`src/rtl/writeback_unit.sv`:
```
// Writeback stage: selects ALU / formatted load / PC+4 and drives a registered one-cycle RF write strobe.
// Latency 1 cycle from accept (or late load response) edge; wb_ready drops while a load response is awaited.
module writeback_unit #(
    parameter int XLEN  = 32,
    parameter int CNT_W = 64
) (
    input  logic             clock,
    input  logic             reset_n,
    input  logic             wb_valid,
    output logic             wb_ready,
    input  logic [4:0]       wb_rd,
    input  logic             wb_reg_write,
    input  logic [1:0]       wb_sel,
    input  logic [2:0]       wb_funct3,
    input  logic [1:0]       wb_byte_off,
    input  logic [XLEN-1:0]  wb_alu_result,
    input  logic [XLEN-1:0]  wb_pc,
    input  logic             mem_rsp_valid,
    input  logic [XLEN-1:0]  mem_rsp_data,
    output logic [4:0]       rf_addr_rd,
    output logic [XLEN-1:0]  rf_data_rd,
    output logic             rf_write_enable,
    output logic             fwd_pending,
    output logic [4:0]       fwd_pending_rd,
    output logic [CNT_W-1:0] retire_count,
    output logic             load_err
);

    typedef enum logic {IDLE, LOAD_WAIT} state_t;

    localparam logic [1:0] SEL_ALU  = 2'b00;
    localparam logic [1:0] SEL_LOAD = 2'b01;
    localparam logic [1:0] SEL_PC4  = 2'b10;

    // Reset asserts asynchronously but releases two clocks after reset_n rises.
    logic [1:0] rst_sync_q;
    logic       rst_int_n;

    always_ff @(posedge clock or negedge reset_n) begin
        if (!reset_n) begin
            rst_sync_q <= 2'b00;
        end else begin
            rst_sync_q <= {rst_sync_q[0], 1'b1};
        end
    end
    assign rst_int_n = rst_sync_q[1];

    state_t            state_q;
    logic [4:0]        hold_rd_q;
    logic              hold_rw_q;
    logic [2:0]        hold_f3_q;
    logic [1:0]        hold_off_q;
    logic [4:0]        rf_addr_q;
    logic [XLEN-1:0]   rf_data_q;
    logic              rf_we_q;
    logic [CNT_W-1:0]  cnt_q;
    logic              load_err_q;

    logic [4:0]        cur_rd;
    logic              cur_rw;
    logic [1:0]        cur_sel;
    logic [2:0]        cur_f3;
    logic [1:0]        cur_off;
    logic              complete;
    logic              go_wait;
    logic [7:0]        byte_v;
    logic [15:0]       half_v;
    logic [XLEN-1:0]   ld_val;
    logic              ld_bad;
    logic              bad_load;
    logic [XLEN-1:0]   result_d;
    logic              we_d;

    assign wb_ready = (state_q == IDLE);

    always_comb begin
        cur_rd   = wb_rd;
        cur_rw   = wb_reg_write;
        cur_sel  = wb_sel;
        cur_f3   = wb_funct3;
        cur_off  = wb_byte_off;
        complete = 1'b0;
        go_wait  = 1'b0;
        if (state_q == LOAD_WAIT) begin
            cur_rd   = hold_rd_q;
            cur_rw   = hold_rw_q;
            cur_sel  = SEL_LOAD;
            cur_f3   = hold_f3_q;
            cur_off  = hold_off_q;
            complete = mem_rsp_valid;
        end else if (wb_valid) begin
            if (wb_sel == SEL_LOAD && !mem_rsp_valid) begin
                go_wait = 1'b1;
            end else begin
                complete = 1'b1;
            end
        end
    end

    always_comb begin
        byte_v = mem_rsp_data[{cur_off, 3'b000} +: 8];
        half_v = cur_off[1] ? mem_rsp_data[31:16] : mem_rsp_data[15:0];
        ld_val = '0;
        ld_bad = 1'b0;
        case (cur_f3)
            3'b000:  ld_val = {{(XLEN-8){byte_v[7]}}, byte_v};
            3'b100:  ld_val = {{(XLEN-8){1'b0}}, byte_v};
            3'b001: begin
                ld_val = {{(XLEN-16){half_v[15]}}, half_v};
                ld_bad = cur_off[0];
            end
            3'b101: begin
                ld_val = {{(XLEN-16){1'b0}}, half_v};
                ld_bad = cur_off[0];
            end
            3'b010: begin
                ld_val = mem_rsp_data;
                ld_bad = (cur_off != 2'b00);
            end
            default: ld_bad = 1'b1;
        endcase
        bad_load = (cur_sel == SEL_LOAD) && ld_bad;

        case (cur_sel)
            SEL_ALU:  result_d = wb_alu_result;
            SEL_LOAD: result_d = ld_val;
            SEL_PC4:  result_d = wb_pc + XLEN'(4);
            default:  result_d = '0;
        endcase
        we_d = cur_rw && (cur_rd != 5'd0) && (cur_sel != 2'b11) && !bad_load;
    end

    always_ff @(posedge clock or negedge rst_int_n) begin
        if (!rst_int_n) begin
            state_q    <= IDLE;
            hold_rd_q  <= '0;
            hold_rw_q  <= 1'b0;
            hold_f3_q  <= '0;
            hold_off_q <= '0;
            rf_addr_q  <= '0;
            rf_data_q  <= '0;
            rf_we_q    <= 1'b0;
            cnt_q      <= '0;
            load_err_q <= 1'b0;
        end else begin
            rf_we_q <= 1'b0;
            if (complete) begin
                rf_addr_q <= cur_rd;
                rf_data_q <= result_d;
                rf_we_q   <= we_d;
                cnt_q     <= cnt_q + 1'b1;
                if (bad_load) begin
                    load_err_q <= 1'b1;
                end
                state_q <= IDLE;
            end else if (go_wait) begin
                hold_rd_q  <= wb_rd;
                hold_rw_q  <= wb_reg_write;
                hold_f3_q  <= wb_funct3;
                hold_off_q <= wb_byte_off;
                state_q    <= LOAD_WAIT;
            end
        end
    end

    assign rf_addr_rd      = rf_addr_q;
    assign rf_data_rd      = rf_data_q;
    assign rf_write_enable = rf_we_q;
    assign retire_count    = cnt_q;
    assign load_err        = load_err_q;
    assign fwd_pending     = (state_q == LOAD_WAIT) && hold_rw_q && (hold_rd_q != 5'd0);
    assign fwd_pending_rd  = fwd_pending ? hold_rd_q : 5'd0;

endmodule
```
`config.mk`:
```
export PLATFORM = sky130hd
export DESIGN_NAME = writeback_unit
export DESIGN_NICKNAME = d
export VERILOG_FILES = /design/src/rtl/writeback_unit.sv
export SDC_FILE = /design/constraint.sdc
export NUM_CORES = 1
export LEC_CHECK = 0
export BUFFER_PORTS_ARGS = -buffer_cell sky130_fd_sc_hd__clkbuf_2
export CAP_MARGIN = 10
export CORE_UTILIZATION = 51
export CTS_CLUSTER_SIZE = 28
export DETAILED_ROUTE_END_ITERATION = 10
export GPL_ROUTABILITY_DRIVEN = 0
export PLACE_DENSITY = 0.8
export SLEW_MARGIN = 20
export SYNTH_ARGS = -nofsm -noshare
export SYNTH_HDL_FRONTEND = slang
export SYNTH_SLANG_ARGS = --single-unit
```
`constraint.sdc`:
```
create_clock -name clock -period 5 [get_ports clock]
set_input_delay 1.5 -clock clock [delete_from_list [all_inputs] [get_ports clock]]
set_output_delay 1.5 -clock clock [all_outputs]
set_load 0.01 [all_outputs]
```
==> results of run 1 <==
[synthesized netlist by cell type, drive strengths merged (11+ instances only)]
cell type    n
mux2        12
xor2        26
buf         11
xnor2       61
nand3       39
a22oi       23
a22o        11
o21ai       21
nand4       26
dfrtp      117
a21oi       23
nand2       78
and4        11
and3        27
nor2        46
clkbuf      19
mux2i       12
[layer usage]
| metal | wire (microns) | part of all wire [%] | track usage (%) |
|---|---|---|---|
| met5 | 0 | 0 | 0 |
| met2 | 9850 | 49 | 51.9 |
| met4 | 552 | 2.8 | 13.2 |
| met3 | 1740 | 8.7 | 7.43 |
| met1 | 7920 | 39 | 38.2 |
[state kept, by name, summed over array words and instances, names as in the netlist]
register         cells
state_q              1
hold_rw_q            1
load_err             1
rf_write_enable      1
hold_f3_q            3
rf_data_rd          32
hold_off_q           2
rst_sync_q           2
rf_addr_rd           5
hold_rd_q            5
retire_count        64
[report_power, final]
part           internal (W)  total (W)  switching [W]
sequential          0.00104    0.00116       0.000113
clock              0.000750    0.00119       0.000443
combinational      0.000218   0.000505       0.000287
[path summary, 6_finish.rpt]
| path | from | end | slack [ps] | depth (start not counted) |
|---|---|---|---|---|
| setup / recovery | wb_pc[2] | rf_data_rd[30] | 1740 | 8 |
| hold / removal | rst_sync_q[0] | rst_sync_q[1] | 350 | 0 |
| setup reg to reg | state_q | rf_data_rd[22] | 2090 | 7 |
| hold reg to reg | rst_sync_q[0] | rst_sync_q[1] | 350 | 0 |
| max in group asynchronous | rst_sync_q[1] | rf_data_rd[26] | 3380 | 1 |
| min in group asynchronous | rst_sync_q[1] | retire_count[20] | 420 | 0 |
[cell families (layout without fill, tap and decap cells)]
family | count (synthesis) | in the layout | synth area share, %
DFF | 117 | 117 | 44.2
and+or+nand+nor | 267 | 267 | 21.6
other | 1 | 1 | 0.0567
adders and majority gates | 2 | 2 | 0.378
muxes | 24 | 24 | 3.86
AOI/OAI and AO/OA | 145 | 145 | 16.1
buffers and inverters | 35 | 267 | 2.21
xor gates and xnor gates | 87 | 87 | 11.5
[per-stage QoR]
stage	power [W]	hold WS (ps)
5_1_grt	0.00298	375
6_report	0.00285	351
4_1_cts	0.00287	351
3_3_place_gp	0.00166	337
2_1_floorplan	0.00142	331
3_5_place_dp	0.00167	343
[area by class of cell]
type | instances | area, sq um | share of cell area [%]
clock buffers | 18 | 439 | 5.18
clock inverters | 14 | 151 | 1.78
inverters | 5 | 18.8 | 0.221
multi-input cells | 526 | 3560 | 41.9
flip-flops and latches | 117 | 2930 | 34.6
well taps | 172 | 215 | 2.54
repair buffers | 230 | 1170 | 13.8
==> flow_summary.ini, run 1 <==
[run_status]
status = complete, no violations

[setup_path]
worstSetupEndpointType = flip-flop
arrival_ps = 3580
critPathSlowestCell = nor4_2
crit_path_cell_trace = clkbuf_2 > ha_1 > inv_1 > nor4_2 > nand3_1 > xnor2_1 > a22oi_1 > o221ai_1
crit_buf_inv = 2
path_delay_family = simple AND/OR/NAND/NOR gates
criticalPathCategory = input port to flip-flop
crit_path_start_kind = input port
worst_ep_required_time_ps = 5320
crit_path_max_incr_delay_ps = 630
timing.critical_path.fanout_max = 8

[detailed_routing]
avgRoutedWirePerCell_microns = 18.5
vias = 6402
remaining_drc_errors = 0
vias_per_cell = 5.92
first_pass_iters = 6
wl_microns = 20100
ant_nets = 0
drt-initial-drc-count = 638

[die]
io_pins = 223
dieHeight_microns = 116
initial_core_util_pct = 52.4
die-area_sq_um = 13400
coreArea_sq_um = 12600
num_rows = 41
die-width_microns = 116

[final_layout]
finalNetCount = 1012
final_cell_mix = clkbuf_2, dfrtp_1, nand2_1, xnor2_1, nor2_1
fin_util_pct = 67.2
antenna_cells = 0
fin_cells = 1082
fin_area_sq_um = 8480
final_common_cell = clkbuf_2
fillers = 1072
drive_gt1_share_pct = 31.6
syn_to_final_growth_pct = 28.2

[global_route]
grt_pass1_wl_microns = 31400
grt_pass1_vias = 6012
antenna_found_initial = 0
grt_max_degree = 66
grt-ovfl-total = 0
grt_usage_pct = 31.0

[cts]
cts_hold_buf = 0
cts_setup_buffers = 0
clock_sinks = 117
cts_max_path_buffers = 2
cts_resized = 0
cts_buffers = 17
clock_latency_ps = 400
cts_max_level = 4
cts_root_buffer = clkbuf_16
cts.clk_slew.worst_paths_ps = 60
cts_tree = done

[yosys]
synth_edf_count = 0
avgSynthCellArea_sq_um = 9.76
synth.distinct_cells = 60
synth_warnings = 0
synth_area_sq_um = 6620
yosysTopAreaCellShare_pct = 44.2
ys_ff_latch = 117
synthFlopType = dfrtp_1
yosysTopAreaCell = dfrtp_1
syn_nets = 793
synthCells = 678
synthTopCellsByArea = dfrtp_1, xnor2_1, nand2_1, xor2_1, nand3_1
ys_seq_area_share_pct = 44.2
synthArstFlopShare_pct = 100

[timing]
finalSetupTns_ps = 0
fin_worst_skew_ps = 9.65
rsz0062_at_grt = false
setup_slack_ps = 1740
finalCritPeriodShare_pct = 65.3
worst_pin_slew_ps = 1030
slew_headroom_pct = 30.8
setup_viol = 0
finalHoldViolCount = 0
maxSlewViolCount = 0
max_freq_mhz = 306
layout_min_cycle_time_ps = 3260

[min_path]
min_path_type = flip-flop to flip-flop

[placed_design]
postPlaceCellArea_sq_um = 7890
place_inst = 1050
port_buffers = 222
hpwl_microns = 15300
dp_slack_ps = 1360

[pwr]
powerDensity_nw_per_um2 = 336
ir_worst_vdd_mv = 0.267
p_leak_nw = 4.08

[run]
drv_cap = 0
Power figures use the tool's default switching activity.
==> run 2, diff against run 1 <==
==> constraint.sdc (replaced) <==
create_clock -name clock -period 3.2 [get_ports clock]
set_input_delay 0.96 -clock clock [delete_from_list [all_inputs] [get_ports clock]]
set_output_delay 0.96 -clock clock [all_outputs]
set_load 0.01 [all_outputs]
==> flow_summary.ini, run 2 (synthesis gave the netlist of run 1 again) <==
[run_status]
status = complete, no violations

[final_layout]
drive_gt1_share_pct = 31.9
finalNetCount = 1021
fillers = 1033
largest_reg_flops = 64
final_common_cell = clkbuf_2
fin_util_pct = 67.7
multi_input_area_sq_um = 3560
fin_area_sq_um = 8540
final-seq-area_sq_um = 2930
final_cell_mix = clkbuf_2, dfrtp_1, nand2_1, xnor2_1, nor2_1
antenna_cells = 0
syn_to_final_growth_pct = 29.0

[setup_path]
r2r_setup_slack_ps = 730
timing.critical_path.fanout_max = 9
criticalPathCategory = input port to flip-flop
worst_r2r_path_depth = 8
crit_path_start_kind = input port
arrival_ps = 2910
startpoint = wb_valid
r2r_end = retire_count[40]
worstSetupEndpointType = flip-flop
cp-endpoint = retire_count[40]
worst_ep_required_time_ps = 3520
regToRegStartpoint = state_q

[cts]
cts_setup_buffers = 0
cts.clk_slew.worst_paths_ps = 60
clock_sinks = 117
cts_tree = done
cts_resized = 0
cts_buffers = 17
cts_max_level = 4
cts_root_buffer = clkbuf_16
cts_max_path_buffers = 2
cts_hold_buf = 0
clock_latency_ps = 410

[die]
num_rows = 41
die-width_microns = 116
dieHeight_microns = 116
die-area_sq_um = 13400
coreArea_sq_um = 12600
io_pins = 223
initial_core_util_pct = 52.4

[global_route]
grt_pass1_wl_microns = 30500
grt_usage_pct = 30.1
grt_max_degree = 60
antenna_found_initial = 0
grt-ovfl-total = 0
grt_pass1_vias = 5929

[placed_design]
postPlaceCellArea_sq_um = 7970
hpwl_microns = 15000
port_buffers = 222

[detailed_routing]
wl_microns = 19700
avgRoutedWirePerCell_microns = 18.1
drt-initial-drc-count = 510
ant_nets = 0
vias = 6382
remaining_drc_errors = 0
vias_per_cell = 5.86
first_pass_iters = 4

[timing]
finalHoldViolCount = 0
setup_viol = 0
rsz0062_at_grt = false
slew_headroom_pct = 33.7
fin_worst_skew_ps = 11.7
worst_pin_slew_ps = 988
finalCritPeriodShare_pct = 80.9
timing.hold.ws_ps = 323
max_freq_mhz = 386
layout_min_cycle_time_ps = 2590
finalSetupTns_ps = 0
maxSlewViolCount = 0

[pwr]
ir_worst_vdd_mv = 0.472
total_power_w = 0.00442
p_leak_nw = 4.11
powerDensity_nw_per_um2 = 518

[run]
drv_cap = 0

[min_path]
min_path_type = input port to async pin
## run 2: cell count changes in the layout (fill, tap and decap cells not counted)
cell / delta
buf_12: +1
buf_4: +8
clkbuf_1: +3
clkbuf_8: +1
clkinv_2: +1
clkinv_4: -4
inv_6: -2
## run 2: metal layers
metal / global-route usage [%] / share of wire [%]
met2: 49.6 / 48
met4: 13.7 / 3.5
met5: 0 / 0
met3: 7.01 / 8.5
met1: 37.6 / 40
## run 2: how the worst min path moves through the flow
stage / start / to / cells past startpoint
floorplan: rst_sync_q[0] / rst_sync_q[1] / 0
global placement: rst_sync_q[0] / rst_sync_q[1] / 0
detailed placement: rst_sync_q[0] / rst_sync_q[1] / 0
CTS: reset_n / rst_sync_q[1] / 1
global route: reset_n / rst_sync_q[1] / 1
finish: reset_n / rst_sync_q[1] / 1
## run 2: critical path, stage by stage
cell,delay (ps)
clkbuf_2,200
mux2i_1,140
nand4bb_4,300
nor4_1,500
buf_4,260
nand3_2,130
nor2_1,210
xor2_1,200
## run 2: area by class of cell
type / instances / area share [%]
clock inverter: 9 / 1.22
multi-input combinational: 526 / 41.6
sequential: 117 / 34.3
inverter: 5 / 0.220
clock buffer: 22 / 5.44
timing repair buffer: 239 / 14.6
tap: 172 / 2.52
## run 2: metrics by stage
stage	setup slack [ps]	instances
after CTS	590	1090
after global routing	443	1090
after detailed placement	232	1059
after floorplan	567	678
after global placement	297	1059
final	611	1090
## run 2: power by group
part | total (W) | switching [W] | internal (W)
logic | 0.000807 | 0.000457 | 0.000351
clock network | 0.00183 | 0.000648 | 0.00118
registers | 0.00179 | 0.000160 | 0.00163
==> run 3, diff against run 2 <==
--- a/config.mk
+++ b/config.mk
@@ -5,9 +5,10 @@
 export SDC_FILE = /design/constraint.sdc
 export NUM_CORES = 1
 export LEC_CHECK = 0
+export ABC_AREA = 1
 export BUFFER_PORTS_ARGS = -buffer_cell sky130_fd_sc_hd__clkbuf_2
 export CAP_MARGIN = 10
-export CORE_UTILIZATION = 51
+export CORE_UTILIZATION = 54
 export CTS_CLUSTER_SIZE = 28
 export DETAILED_ROUTE_END_ITERATION = 10
 export GPL_ROUTABILITY_DRIVEN = 0
==> constraint.sdc (replaced) <==
create_clock -name clock -period 2.5 [get_ports clock]
set_input_delay 0.75 -clock clock [delete_from_list [all_inputs] [get_ports clock]]
set_output_delay 0.75 -clock clock [all_outputs]
set_load 0.01 [all_outputs]
==> flow_summary.ini, run 3 <==
[run_status]
status = complete, no violations

[global_route]
grt-ovfl-total = 0
grt_max_degree = 51
grt_pass1_wl_microns = 44900
grt_pass1_vias = 9115
antenna_found_initial = 0
grt_usage_pct = 35.2

[pwr]
powerDensity_nw_per_um2 = 819
ir_worst_vdd_mv = 0.559
total_power_w = 0.00870
p_leak_nw = 5.76

[placed_design]
port_buffers = 222
place_inst = 1834
postPlaceCellArea_sq_um = 9970
hpwl_microns = 21900

[yosys]
synth_area_sq_um = 8570
synth.most_common_cell = nand2_1
yosysTopAreaCell = dfrtp_1
ys_ff_latch = 117
synth_warnings = 0
synthCells = 1412
avgSynthCellArea_sq_um = 6.07
ys_seq_area_share_pct = 34.2
synth.distinct_cells = 37
syn_nets = 1527
synthFlopType = dfrtp_1
synth_edf_count = 0
synthTopCellsByArea = dfrtp_1, nand2_1, nor2_1, inv_1, nand3_1
synthArstFlopShare_pct = 100
netlist_top_cells_count = nand2_1, nor2_1, inv_1
yosysTopAreaCellShare_pct = 34.2

[die]
die-area_sq_um = 16400
die-width_microns = 128
coreArea_sq_um = 15400
num_rows = 45
initial_core_util_pct = 55.8
dieHeight_microns = 128
io_pins = 223

[final_layout]
fillers = 1426
antenna_cells = 0
finalNetCount = 1761
final_common_cell = nand2_1
fin_area_sq_um = 10600
fin_cells = 1870
final_cell_mix = nand2_1, clkbuf_2, nor2_1, inv_1, dfrtp_1
largest_reg_flops = 64
syn_to_final_growth_pct = 23.9
drive_gt1_share_pct = 18.5

[timing]
finalCritPeriodShare_pct = 91.4
slew_headroom_pct = 58.9
rsz0062_at_grt = false
setup_viol = 0
finalSetupTns_ps = 0
maxSlewViolCount = 0
worst_pin_slew_ps = 612
layout_min_cycle_time_ps = 2280
timing.hold.ws_ps = 104
fin_worst_skew_ps = 10.9
finalHoldViolCount = 0
max_freq_mhz = 438

[setup_path]
worst_r2r_path_depth = 8
cp-endpoint = fwd_pending_rd[1]
cp_num_cells = 6
worst_ep_required_time_ps = 1750
path_delay_family = flip-flops
crit_path_start_kind = flip-flop
crit_path_max_incr_delay_ps = 410
regToRegStartpoint = retire_count[35]
r2r_end = retire_count[47]
path_common_cell = nand2_1
crit_path_cell_trace = buf_4 > nand2_1 > inv_1 > nand2_1 > nor2_1 > clkbuf_2
criticalPathCategory = flip-flop to output port
arrival_ps = 1530
startpoint = state_q
crit_buf_inv = 3
worstSetupEndpointType = output port
critPathSlowestCell = dfrtp_2
r2r_setup_slack_ps = 280
timing.critical_path.fanout_max = 12

[detailed_routing]
remaining_drc_errors = 0
first_pass_iters = 7
drt-initial-drc-count = 1038
vias_per_cell = 5.37
wl_microns = 27900
avgRoutedWirePerCell_microns = 14.9
ant_nets = 0
vias = 10000

[cts]
clock_latency_ps = 420
clock_sinks = 117
cts_max_path_buffers = 2
cts_tree = done
cts_max_level = 4
cts_hold_buf = 0
cts.clk_slew.worst_paths_ps = 60
cts_buffers = 17
cts_root_buffer = clkbuf_16

[run]
drv_cap = 0

[min_path]
min_path_type = input port to async pin
run 3: changes by cell type in the layout (fill, tap and decap cells not counted), sizes merged, moves of 12 or more:
cell and delta:
nor3 +24, nand2 +542, nor2 +157, nand3 +66
and3 -27, a22oi -20, mux2i -12, a21oi -15
xnor2 -40, o21ai +14, inv +151
run 3: worst min path at each step:
stage	startpoint	to	slack [ps]	depth (start not counted)
final	reset_n	rst_sync_q[1]	100	1
after CTS	reset_n	rst_sync_q[1]	90	1
after global placement	rst_sync_q[1]	rf_data_rd[20]	330	0
after floorplan	rst_sync_q[0]	rst_sync_q[1]	330	0
after global routing	reset_n	rst_sync_q[1]	90	1
after detailed placement	rst_sync_q[1]	rf_data_rd[20]	340	0
run 3: cells by family after synthesis:
group,after synthesis,synth area share [%]
other cells,1,0.0438
xor+xnor,49,5.01
buf+inv,190,8.96
fa+ha+maj,2,0.292
mux,1,0.131
simple gates,993,47.5
compound gates,59,3.94
flops,117,34.2
run 3: cell type report:
type                    count  area (sq um)  share of cell area [%]
multi-input cells        1105          4880                    45.9
flip-flops and latches    117          2930                    27.6
repair buffers            247          1340                    12.6
inverters                 158           594                    5.59
clock buffers              23           468                    4.41
well taps                 211           264                    2.49
clock inverters             9           150                    1.41
run 3: repair_timing:
action	CTS	global route
gates resized for setup	1	0
setup buffers	0	4
setup endpoints to repair	3	3
run 3: metal layers:
metal / global-route usage [%] / vias to the layer above / wire, microns
met5: 0 / - / 0
met4: 15.5 / 0 / 1000
met3: 6.76 / 82 / 2710
met2: 57.0 / 609 / 12800
met1: 45.8 / 4515 / 11400
li1: - / 4837 / -
run 3: stage by stage:
stage | util [%] | setup slack [ps]
after floorplan | - | 526
after CTS | 68.9 | 84.5
after global placement | 64.9 | 261
after global routing | 69.1 | 101
final | 69.1 | 215
after detailed placement | 64.9 | 220
run 3: where the power goes:
part	leakage [nW]	total, W	switching (W)	internal [W]
sequential	1.52	0.00265	0.000351	0.00230
combinational	3.95	0.00347	0.00228	0.00119
clock	0.297	0.00257	0.000858	0.00171
